<file path="src/rtl/sha256_digest_reader_pkg.sv">
// Shared constants, reader state encoding and digest word-select helper for the
// SHA-256 digest readout path.
package sha256_pkg;

    localparam int WORD_W    = 32;
    localparam int NUM_WORDS = 8;
    localparam int DIGEST_W  = 256;
    localparam int IDX_W     = 3;

    typedef enum logic {
        IDLE = 1'b0,
        SEND = 1'b1
    } reader_state_e;

    // Bit offset of word idx inside a packed digest; word 0 (H0) sits at the MSB end.
    function automatic int word_lsb(input int idx, input int num_words, input int word_w);
        return (num_words - 1 - idx) * word_w;
    endfunction

endpackage

</file>
<file path="src/rtl/sha256_digest_reader_word_buffer.sv">
// Capture register file for one digest: load-all from the packed digest,
// indexed read of a single word.
module sha256_word_buffer #(
    parameter int WORD_W    = sha256_pkg::WORD_W,
    parameter int NUM_WORDS = sha256_pkg::NUM_WORDS,
    parameter int IDX_W     = sha256_pkg::IDX_W
) (
    input  logic                          clk_i,
    input  logic                          rst_ni,
    input  logic                          load_i,
    input  logic [WORD_W*NUM_WORDS-1:0]   digest_i,
    input  logic [IDX_W-1:0]              rd_idx_i,
    output logic [WORD_W-1:0]             rd_data_o
);
    import sha256_pkg::*;

    logic [WORD_W-1:0] words [NUM_WORDS];

    for (genvar w = 0; w < NUM_WORDS; w++) begin : g_word
        logic [WORD_W-1:0] word_q;

        always_ff @(posedge clk_i or negedge rst_ni) begin
            if (!rst_ni) begin
                word_q <= '0;
            end else if (load_i) begin
                word_q <= digest_i[word_lsb(w, NUM_WORDS, WORD_W) +: WORD_W];
            end
        end

        assign words[w] = word_q;
    end

    assign rd_data_o = words[rd_idx_i];

endmodule

</file>
<file path="src/rtl/sha256_digest_reader.sv">
// Captures the final SHA-256 digest and streams H0..H7 over valid/ready.
// Optional sticky overrun flag: define SHA256_DIGEST_READER_OVERRUN_EN.
module sha256_digest_reader #(
    parameter int WORD_W    = sha256_pkg::WORD_W,
    parameter int NUM_WORDS = sha256_pkg::NUM_WORDS,
    parameter int IDX_W     = sha256_pkg::IDX_W
) (
    input  logic                          CLK,
    input  logic                          RST,
    input  logic                          digest_valid_i,
    input  logic [WORD_W*NUM_WORDS-1:0]   digest_i,
    input  logic                          ready_i,
    output logic [WORD_W-1:0]             data_o,
    output logic                          valid_o,
    output logic                          last_o,
    output logic                          busy_o,
    output logic                          done_o
`ifdef SHA256_DIGEST_READER_OVERRUN_EN
    ,
    output logic                          overrun_o
`endif
);
    import sha256_pkg::*;

    localparam logic [IDX_W-1:0] LAST_IDX = IDX_W'(NUM_WORDS - 1);

    reader_state_e     state_q, state_d;
    logic [IDX_W-1:0]  idx_q, idx_d;
    logic              valid_q, last_q, busy_q, done_q;
    logic              handshake, final_hs, capture;

    // A new digest is accepted when idle, or on the H7 handshake for back-to-back streams.
    always_comb begin
        handshake = (state_q == SEND) && ready_i;
        final_hs  = handshake && (idx_q == LAST_IDX);
        capture   = digest_valid_i && ((state_q == IDLE) || final_hs);
        state_d   = state_q;
        idx_d     = idx_q;
        case (state_q)
            IDLE: begin
                if (digest_valid_i) begin
                    state_d = SEND;
                    idx_d   = '0;
                end
            end
            SEND: begin
                if (final_hs) begin
                    idx_d   = '0;
                    state_d = digest_valid_i ? SEND : IDLE;
                end else if (handshake) begin
                    idx_d = idx_q + 1'b1;
                end
            end
            default: begin
                state_d = IDLE;
                idx_d   = '0;
            end
        endcase
    end

`ifdef SHA256_DIGEST_READER_OVERRUN_EN
    logic overrun_q;
`endif

    always_ff @(posedge CLK or negedge RST) begin
        if (!RST) begin
            state_q   <= IDLE;
            idx_q     <= '0;
            valid_q   <= 1'b0;
            last_q    <= 1'b0;
            busy_q    <= 1'b0;
            done_q    <= 1'b0;
`ifdef SHA256_DIGEST_READER_OVERRUN_EN
            overrun_q <= 1'b0;
`endif
        end else begin
            state_q   <= state_d;
            idx_q     <= idx_d;
            valid_q   <= (state_d == SEND);
            busy_q    <= (state_d == SEND);
            last_q    <= (state_d == SEND) && (idx_d == LAST_IDX);
            done_q    <= final_hs;
`ifdef SHA256_DIGEST_READER_OVERRUN_EN
            overrun_q <= overrun_q | (digest_valid_i && (state_q == SEND) && !final_hs);
`endif
        end
    end

    sha256_word_buffer #(
        .WORD_W    (WORD_W),
        .NUM_WORDS (NUM_WORDS),
        .IDX_W     (IDX_W)
    ) u_buffer (
        .clk_i     (CLK),
        .rst_ni    (RST),
        .load_i    (capture),
        .digest_i  (digest_i),
        .rd_idx_i  (idx_q),
        .rd_data_o (data_o)
    );

    assign valid_o = valid_q;
    assign last_o  = last_q;
    assign busy_o  = busy_q;
    assign done_o  = done_q;
`ifdef SHA256_DIGEST_READER_OVERRUN_EN
    assign overrun_o = overrun_q;
`endif

endmodule
</file>
<file path="config.mk">
export PLATFORM = sky130hd
export DESIGN_NAME = sha256_digest_reader
export DESIGN_NICKNAME = d
export VERILOG_FILES = /design/src/rtl/sha256_digest_reader_pkg.sv /design/src/rtl/sha256_digest_reader_word_buffer.sv /design/src/rtl/sha256_digest_reader.sv
export SDC_FILE = /design/constraint.sdc
export NUM_CORES = 1
export LEC_CHECK = 0
export ABC_AREA = 1
export CORE_MARGIN = 3
export CORE_UTILIZATION = 23
export CTS_CLUSTER_DIAMETER = 200
export DETAILED_ROUTE_END_ITERATION = 16
export PLACE_DENSITY_LB_ADDON = 0.2
export SYNTH_ARGS = -nofsm -noshare
export SYNTH_HDL_FRONTEND = slang
export SYNTH_SLANG_ARGS = --single-unit
</file>
<file path="constraint.sdc">
create_clock -name CLK -period 2.5 [get_ports CLK]
set_clock_uncertainty 0.05 [all_clocks]
set_input_delay 0.375 -clock CLK [delete_from_list [all_inputs] [get_ports CLK]]
set_output_delay 0.375 -clock CLK [all_outputs]
set_load 0.05 [all_outputs]
</file>
# [Yosys cells after proc, flatten, opt, wreduce, memory -nomap -nowiden]
# Index checks and enable logic that the tools add are counted.
[totals] input_bits=260 output_inout_bits=36 elab_cells=33 regBits=262
[classes] eq_ne=2 magnitude_cmp=1 reduce_logical=5 addsub=1 bitwise_logic=2 muxes=10
[ops] op="$bmux W32 S3" count=1
[ops] op="$mux W32" count=2
[ops] op="$mux W3" count=3
[ops] op="$eq A3 B3 Y1 const B" count=2
[ops] op="$pmux W3 S2" count=1
[ops] op="$ge A4 B4 Y1 const B" count=1
[ops] op="$logic_and A1 B1 Y1" count=4
[ops] op="$not A3 Y4" count=1
[ops] op="$add A3 B1 Y3 const B" count=1
[ops] op="$mux W1" count=2
[ops] op="$pmux W1 S2" count=1
[ops] op="$logic_or A1 B1 Y1" count=1
[ops] op="$not A1 Y1" count=1

# [Longest topological paths before layout]
# Gate-level depths: netlist (run 1).
[depth] word_depth=6 ltp_mapped=9 mapped_depth_nobuf=7

# [Cells and area by module]
# A second synthesis (run 1) with hierarchy kept.
[hier_totals] cells_unflattened=1714 hier_area_um2=12764.7
[by_module_without_submodules] module="sha256_word_buffer" n_inst=1 cells_each=1676 seq_area_each_um2=6406.1 area_each_um2=12440.7
[by_module_without_submodules] module="sha256_digest_reader" n_inst=1 cells_each=38 seq_area_each_um2=150.1 area_each_um2=324.1

# [Worst setup path before layout (run 1)]
# No wires, ideal clock.
[synth_path] kind="register to output" startpoint="reg idx_q[0]" endpoint="out data_o[10]" path_stages_with_launch=9 setup_slack_ps=593 arrival_ps=1482 required_time_ps=2075 n_path_buf=3 cell_sequence="dfrtp_1 > buf_4 > inv_2 > buf_4 > buf_4 > nor2_1 > o21ai_0 > nand2_1 > nand2_1"
[synth_via] elab_chain_len=4
[synth_rtl] element="start: declaration" line="sha256_digest_reader.sv:28" text="logic [IDX_W-1:0] idx_q, idx_d;"
[synth_rtl] element="start signal: assignment" line="sha256_digest_reader.sv:78" text="idx_q <= idx_d;"
[synth_rtl] element="$not A3 Y4 (not written as such)" line="sha256_digest_reader_word_buffer.sv:33" text="assign rd_data_o = words[rd_idx_i];"
[synth_rtl] element="$bmux W32 S3" line="sha256_digest_reader_word_buffer.sv:33"
[synth_rtl] element="$mux W32 (not written as such) (2 in a row)" line="sha256_digest_reader_word_buffer.sv:33"
[synth_rtl] element="end: declaration" line="sha256_digest_reader.sv:13" text="output logic [WORD_W-1:0] data_o,"
# Every way passes these cells. The select of a mux whose other input is x is not followed.

# [Final worst setup path (run 1)]
[layout_path] startpoint="reg idx_q[0]" endpoint="out data_o[24]"
# The elaborated chain is that of the path after synthesis.

==> summary.md, run 1 <==
| Metric | Value |
|---|---|
| Post-route DRC violation count | 0 |
| Cell accounting for the most synthesized area | sky130_fd_sc_hd__dfrtp_1 |
| Cell row count | 85 |
| Post-layout minimum cycle time | 2.644 ns |
| Deepest clock path buffer count | 3 |
| Run status | finished with violations |
| Required time of the critical path | 2.08 ns |
| Final period utilization | 105.8% |
| Ordered cell list for the critical path | buf_12 -> clkinv_16 -> buf_12 -> buf_16 -> o21ai_0 -> nand2_1 -> nand2_1 -> nand2_2 -> buf_8 |
| Tightest slew margin relative to the limit | 52.44% |
| Count of warnings emitted by yosys | 0 |
| Final design utilization | 36.21% |
| Combined area of all synthesized cells | 12,790 sq um |
| DR vias | 12,556 |
| TritonCTS buffer count | 34 |
| Proportion of layout cells with a drive suffix above 1 | 16.76% |
| Category of the critical setup timing path | reg -> out |
| Die height | 241.8 um |
| Kind of start point of the critical path | flip-flop |
| Portion of synthesized cell area occupied by the leading cell type | 51.26% |
| Worst hold slack | 0.2908 ns |
| Min-delay worst type | in -> reg |
| Area growth from synthesis to final layout | 54.16% |
| Data arrival time of the critical path | 2.22 ns |
| Max IR drop VDD | 0.001584 V |
| Smallest setup slack after layout | -0.1441 ns |
| GPL Wtd Cong | 0.8039 |
| Number of placed instances with taps included | 2,687 |
| CTS Root Buffer Type | sky130_fd_sc_hd__clkbuf_16 |
| Largest cells by area after synthesis | sky130_fd_sc_hd__dfrtp_1 51%, sky130_fd_sc_hd__nand2_1 19%, sky130_fd_sc_hd__nand3_1 8.8% |
| Slew Viols, Final | 0 |
| Detail-routed via count per cell | 4.478 |
| Violations in the final reports | negative setup slack |
| Mean instance size in the synthesized netlist | 7.367 sq um |
| Placed wire-length estimate after detailed placement | 35,120 um |
| Maximum level of the CTS H-tree | 2 |
| Total Routed Length | 54,470 um |
| Count of unique library cells instantiated by Yosys | 20 |
| Total Die Area | 58,470 sq um |
| Final #Nets | 2,302 |
| Pwr/cell area | 1404 nW/um^2 |
| RSZ-0062 raised after global routing | yes |
| Share of the yosys chip area belonging to registers | 51.26% |
| Transition at the pin with the smallest max-transition slack | 0.7135 ns |
| Filler-free cell count of the finished design | 2,804 |
| Standard cell with the maximum stage delay on the critical path | sky130_fd_sc_hd__dfrtp_4 |
| All-Layer GR Usage | 17.80% |
| Maximum fanout along the worst path | 15 |
| Clock sink count | 262 |
| Total power of the final layout | 27,680 uW |
| Global route total overflow | 0 |
| Timing-limited maximum frequency | 0.3782 GHz |
| Clock transition at the registers of the reported paths | 0.06 ns |
| Post-Synthesis Cells | 1,736 |
| Post-synth net total | 1,998 |
| Cell family with most CP delay | buffers and inverters |
| Crit-path max cell delay | 0.45 ns |
| Clock insertion delay at the later pin of the skew report | 0.53 ns |
| Vias in the first global route | 13,033 |
| Pin count of the biggest net entering global routing | 77 |
| Hold violation count in the final report | 0 |
| Kind of end point of the critical path | output port |
| I/O Buffers | 295 |
| Post-synthesis sequential element count | 262 |
| Buffer and inverter count on the worst path | 5 |
| Setup violation total in the final timing report | 30 |
| Iteration count of the initial detailed-routing pass | 5 |
| Post-DR wirelength/cell | 19.43 um |
| Effective utilization at floorplan | 23.49% |
| Core Area | 54,450 sq um |
| Clock tree from TritonCTS | built |
| Number of antenna violations at the first check in global routing | 3 |
| Lkg Pwr | 0.009471 uW |
| Remaining number of nets flagged by the antenna check after routing | 0 |
| Max Cap Violations | 0 |
| Horiz. Die Dim | 241.8 um |
| Wire length of the first global-routing pass | 80,250 um |
| I/O pin count | 296 |
| DRT iter0 DRCs | 796 |
==> placed cells by master (no fill, tap or decap), types with 2 or more instances in the layout <==
cell and count:
sky130_fd_sc_hd__a21oi_1 30, sky130_fd_sc_hd__a21oi_2 2, sky130_fd_sc_hd__buf_12 29, sky130_fd_sc_hd__buf_16 24
sky130_fd_sc_hd__buf_4 30, sky130_fd_sc_hd__buf_6 11, sky130_fd_sc_hd__buf_8 32, sky130_fd_sc_hd__bufinv_16 2
sky130_fd_sc_hd__clkbuf_1 6, sky130_fd_sc_hd__clkbuf_16 42, sky130_fd_sc_hd__clkbuf_8 7, sky130_fd_sc_hd__clkdlybuf4s50_1 259
sky130_fd_sc_hd__clkinv_2 7, sky130_fd_sc_hd__clkinvlp_4 2, sky130_fd_sc_hd__dfrtp_1 260, sky130_fd_sc_hd__dlygate4sd2_1 2
sky130_fd_sc_hd__ha_1 2, sky130_fd_sc_hd__inv_1 34, sky130_fd_sc_hd__nand2_1 587, sky130_fd_sc_hd__nand2_2 63
sky130_fd_sc_hd__nand2_4 7, sky130_fd_sc_hd__nand2_8 2, sky130_fd_sc_hd__nand3_1 223, sky130_fd_sc_hd__nand3_2 4
sky130_fd_sc_hd__nor2_1 220, sky130_fd_sc_hd__nor2_2 17, sky130_fd_sc_hd__nor2_4 21, sky130_fd_sc_hd__o21ai_0 39
sky130_fd_sc_hd__o21ai_1 53, sky130_fd_sc_hd__o21ai_2 35
==> sequential cells by signal, summed over array words and instances, names as in the netlist <==
register / flops
busy_o: 1
done_o: 1
idx_q: 3
last_o: 1
u_buffer.g_word.word_q: 256
==> report_power, final <==
group	total [uW]	internal (uW)	leakage, uW	switching (uW)
clock network	4910	2950	0.000546	1960
registers	7310	6170	0.00322	1150
logic	15500	6260	0.00570	9200
total	27700	15400	0.00947	12300
==> final timing paths <==
kind                                               from                            end  slack (ns)  cells after the start
hold reg to reg            u_buffer.g_word[1].word_q[6]   u_buffer.g_word[1].word_q[6]        0.41                      2
setup / recovery                               idx_q[0]                     data_o[24]       -0.14                      9
setup reg to reg                               idx_q[0]   u_buffer.g_word[5].word_q[2]        0.08                     11
hold / removal                           digest_valid_i  u_buffer.g_word[6].word_q[24]        0.29                      3
min in group asynchronous                           RST   u_buffer.g_word[2].word_q[3]        0.41                      2
max in group asynchronous                           RST  u_buffer.g_word[3].word_q[11]        1.28                      3
==> cell families after synthesis <==
| logic type | synth area share (%) |
|---|---|
| flops | 51.26 |
| compound gates | 6.378 |
| fa+ha+maj | 0.1956 |
| simple gates | 35.94 |
| buf+inv | 6.222 |
==> worst reg2reg max path: cells and delay by family, from the launching register on <==
| kind | cells | cell delay (ns) |
|---|---|---|
| buffers and inverters | 5 | 0.87 |
| DFF | 1 | 0.51 |
| and+or+nand+nor | 4 | 0.48 |
| adders and majority gates | 2 | 0.40 |
==> cell usage after synthesis <==
cell type,instances
sky130_fd_sc_hd__buf_6,1
sky130_fd_sc_hd__nor2_1,258
sky130_fd_sc_hd__clkbuf_1,31
sky130_fd_sc_hd__inv_2,2
sky130_fd_sc_hd__o211ai_1,1
sky130_fd_sc_hd__ha_1,2
sky130_fd_sc_hd__inv_1,34
sky130_fd_sc_hd__nand2_4,2
sky130_fd_sc_hd__buf_1,10
sky130_fd_sc_hd__o21ai_1,21
sky130_fd_sc_hd__nand3_1,226
sky130_fd_sc_hd__buf_2,69
sky130_fd_sc_hd__nand2_1,655
sky130_fd_sc_hd__dfrtp_1,262
sky130_fd_sc_hd__or2_2,1
sky130_fd_sc_hd__buf_4,20
sky130_fd_sc_hd__a21oi_1,32
sky130_fd_sc_hd__o21ai_0,107
sky130_fd_sc_hd__a21boi_0,1
sky130_fd_sc_hd__nand3_2,1
==> stage by stage <==
step | setup TNS (ns) | area (sq um) | setup slack [ns]
finish | -2.506 | 19720 | -0.1441
global route | -6.017 | 19720 | -0.2692
CTS | -3.627 | 18950 | -0.2022
detailed placement | 0 | 16670 | 0.03349
global placement | 0 | 16670 | 0.001247
floorplan | 0 | 12790 | 0.5930
==> final cells by class <==
class / count / area [sq um]
inverter: 36 / 168.9
tap: 739 / 924.6
clock buffer: 47 / 980.9
sequential: 262 / 6561
multi-input combinational: 1309 / 6038
clock inverter: 13 / 127.6
timing repair buffer: 397 / 4912
antenna: 1 / 2.502
fill: 5741 / 34740
==> timing repair <==
item                                    in CTS  in global routing
hold buffers                                 1                  0
gates resized for setup                    226                134
gates cloned                                15                  9
buffers inserted                            13                 20
hold endpoints to repair                    67                  0
pin swaps                                   50                 65
endpoints found under the setup margin      34                259
==> routing by layer <==
metal  up-vias  GRT usage (%)  share of wire (%)
met1      6078          23.38                 44
met2       289          30.37                 49
met5         -              0              0.046
met4         4          4.049                1.9
li1       6121              -                  -
met3        64          3.379                4.5
(Power assumes the default switching activity.)
==> run 2, diff against run 1 <==
--- a/config.mk
+++ b/config.mk
@@ -6,7 +6,7 @@
 export NUM_CORES = 1
 export LEC_CHECK = 0
 export ABC_AREA = 1
-export CORE_MARGIN = 3
+export CORE_MARGIN = 4
 export CORE_UTILIZATION = 23
 export CTS_CLUSTER_DIAMETER = 200
 export DETAILED_ROUTE_END_ITERATION = 16
@@ -14,3 +14,4 @@
 export SYNTH_ARGS = -nofsm -noshare
 export SYNTH_HDL_FRONTEND = slang
 export SYNTH_SLANG_ARGS = --single-unit
+export TNS_END_PERCENT = 1
==> run 2 against run 1 <==
  * The run still ends with negative setup slack left
  * Largest cell class unchanged
  * Power shrank 2.6%
  * Critical path type unchanged
  * Register-to-register slack gained 0.11 ns
  * Hold slack lost 0.0027 ns
==> summary.md, run 2 (synthesized netlist as in run 1, its figures left out) <==
| Metric | Value |
|---|---|
| Run status | finished with violations |
| Violations in the final reports | negative setup slack |
| Switching power share of the total | 45.79% |
| Number of antenna violations at the first check in global routing | 8 |
| Detail-routed via count per cell | 4.567 |
| Worst Reg-to-Reg Cells | 8 |
| Post-DR wirelength/cell | 20.32 um |
| Required time of the critical path | 2.08 ns |
| Hold violation count in the final report | 0 |
| Cell row count | 86 |
| Timing-limited maximum frequency | 0.3889 GHz |
| Remaining number of nets flagged by the antenna check after routing | 0 |
| Placed wire-length estimate after detailed placement | 38,770 um |
| Final period utilization | 102.9% |
| Filler-free cell count of the finished design | 2,774 |
| Total power of the final layout | 26,970 uW |
| Iteration count of the initial detailed-routing pass | 5 |
| Data arrival time of the critical path | 2.15 ns |
| Commonest cells after routing, fill and taps aside | 595 x sky130_fd_sc_hd__nand2_1, 260 x sky130_fd_sc_hd__dfrtp_1, 259 x sky130_fd_sc_hd__clkdlybuf4s50_1 |
| Portion of total power attributed to combinational logic | 53.7% |
| Wire length of the first global-routing pass | 81,880 um |
| DRT iter0 DRCs | 956 |
| Setup violation total in the final timing report | 24 |
| Clock insertion delay at the later pin of the skew report | 0.54 ns |
| Tightest slew margin relative to the limit | 58.30% |
| Pwr/cell area | 1424 nW/um^2 |
| Kind of end point of the critical path | output port |
| Slew Viols, Final | 0 |
| Total Die Area | 59,440 sq um |
| Max IR drop VDD | 0.001111 V |
| TritonCTS buffer count | 34 |
| Max Cap Violations | 0 |
| Lkg Pwr | 0.009047 uW |
| Maximum level of the CTS H-tree | 2 |
| Leading registers by flop count | u_buffer.g_word.word_q (256), idx_q (3) |
| Cell-internal power | 14,620 uW |
| I/O pin count | 296 |
| Global route total overflow | 0 |
| Min-delay worst type | in -> async |
| Final design utilization | 34.39% |
| Kind of start point of the critical path | flip-flop |
| Area growth from synthesis to final layout | 48.12% |
| Clock sink count | 262 |
| Post-route DRC violation count | 0 |
| Final #Nets | 2,262 |
| RSZ-0062 raised after global routing | yes |
| Die height | 243.8 um |
| Maximum fanout along the worst path | 8 |
| Transition at the pin with the smallest max-transition slack | 0.6236 ns |
| Commonest non-fill, non-tap cell in the layout | sky130_fd_sc_hd__nand2_1 |
| Proportion of layout cells with a drive suffix above 1 | 14.58% |
| Effective utilization at floorplan | 23.21% |
| Horiz. Die Dim | 243.8 um |
| I/O Buffers | 295 |
| Clock tree from TritonCTS | built |
| Post-layout minimum cycle time | 2.572 ns |
| CTS Root Buffer Type | sky130_fd_sc_hd__clkbuf_16 |
| Smallest setup slack after layout | -0.07168 ns |
| All-Layer GR Usage | 18.04% |
| Core Area | 55,090 sq um |
| Clock transition at the registers of the reported paths | 0.06 ns |
| Seq pwr share | 28.3% |
| Net Switching | 12,350 uW |
| Total Routed Length | 56,360 um |
| Deepest clock path buffer count | 3 |
| Vias in the first global route | 12,975 |
| Part of the power in the clock network | 18.1% |
| Flip-flop count of the largest register, all copies and words added | 256 |
| Pin count of the biggest net entering global routing | 123 |
| Layout Cell Area excl Fill | 18,940 sq um |
| Number of placed instances with taps included | 2,684 |
| DR vias | 12,670 |
| Total cell area at the placement stage | 16,460 sq um |
| GPL Wtd Cong | 0.8252 |
| Register containing the most flip-flops in the final layout | u_buffer.g_word.word_q |
| Category of the critical setup timing path | reg -> out |
run 2: cell types whose count changed in the layout (fill, tap and decap cells not counted), moves of 7 or more:
cell | before | now
sky130_fd_sc_hd__nand2_1 | 587 | 595
sky130_fd_sc_hd__buf_8 | 32 | 21
sky130_fd_sc_hd__buf_4 | 30 | 17
sky130_fd_sc_hd__nor2_2 | 17 | 35
sky130_fd_sc_hd__o21ai_1 | 53 | 60
sky130_fd_sc_hd__nor2_1 | 220 | 202
sky130_fd_sc_hd__o21ai_2 | 35 | 19
sky130_fd_sc_hd__buf_16 | 24 | 7
run 2: worst max-delay path: stages (launching register included):
cell	delay, ns
sky130_fd_sc_hd__dfrtp_4	0.55
sky130_fd_sc_hd__buf_12	0.18
sky130_fd_sc_hd__clkbuf_16	0.17
sky130_fd_sc_hd__nor2_2	0.10
sky130_fd_sc_hd__nor2_1	0.04
sky130_fd_sc_hd__o21ai_1	0.07
sky130_fd_sc_hd__nand2_1	0.14
sky130_fd_sc_hd__nand2_2	0.13
sky130_fd_sc_hd__nand2_2	0.08
sky130_fd_sc_hd__buf_8	0.15
run 2: cell type report:
type,instances,area [sq um]
antenna,3,7.507
clock buffer,50,980.9
clock inverter,9,113.9
fill,5849,36150
inverter,36,168.9
multi-input combinational,1307,5993
sequential,262,6561
tap,748,935.9
timing repair buffer,358,4167
timing repair inverter,1,16.27
run 2: worst paths after layout:
check / from / endpoint / slack (ns)
hold reg to reg: u_buffer.g_word[3].word_q[22] / u_buffer.g_word[3].word_q[22] / 0.41
setup / recovery: idx_q[0] / data_o[20] / -0.07
min in group CLK: digest_i[184] / u_buffer.g_word[2].word_q[24] / 0.35
setup reg to reg: idx_q[0] / u_buffer.g_word[2].word_q[12] / 0.19
hold / removal: RST / u_buffer.g_word[6].word_q[6] / 0.29
max in group asynchronous: RST / u_buffer.g_word[3].word_q[10] / 1.36
run 2: what timing repair did:
item	4_1_cts	5_1_grt
endpoints found under the setup margin	34	32
hold buffers	1	0
gates cloned	5	11
resized for setup	130	202
buffers inserted	8	3
endpoints found under the hold margin	36	0
pin swaps	23	57
run 2: power by group through the flow:
stage          sequential (uW)  clock [uW]  combinational (uW)
4_1_cts                   7450        5030               12900
6_report                  7630        4870               14500
3_3_place_gp              7480           0               11300
5_1_grt                   7800        5210               15700
2_1_floorplan             6920           0                7360
3_5_place_dp              7480           0               11300
run 2: metal layers:
| layer | GRT usage, % | wire, um |
|---|---|---|
| met1 | 23.75 | 24630 |
| met2 | 29.96 | 27080 |
| met3 | 3.764 | 3067 |
| met4 | 5.367 | 1530 |
| met5 | 0 | 53 |
run 2: stage by stage:
stage          hold WS [ns]  setup WS [ns]  TNS [ns]
3_3_place_gp         0.2397         0.2177         0
2_1_floorplan       0.02941         0.5930         0
6_report             0.2881       -0.07168   -0.7666
5_1_grt              0.3200        -0.1558    -3.754
3_5_place_dp         0.2423         0.2342         0
4_1_cts              0.2800        -0.1071    -2.205
==> run 3, diff against run 2 <==
--- a/config.mk
+++ b/config.mk
@@ -6,6 +6,7 @@
 export NUM_CORES = 1
 export LEC_CHECK = 0
 export ABC_AREA = 1
+export CAP_MARGIN = 10
 export CORE_MARGIN = 4
 export CORE_UTILIZATION = 23
 export CTS_CLUSTER_DIAMETER = 200
==> results of run 3 <==
Same layout as run 2: the final DEF is identical, and so are final timing and power.
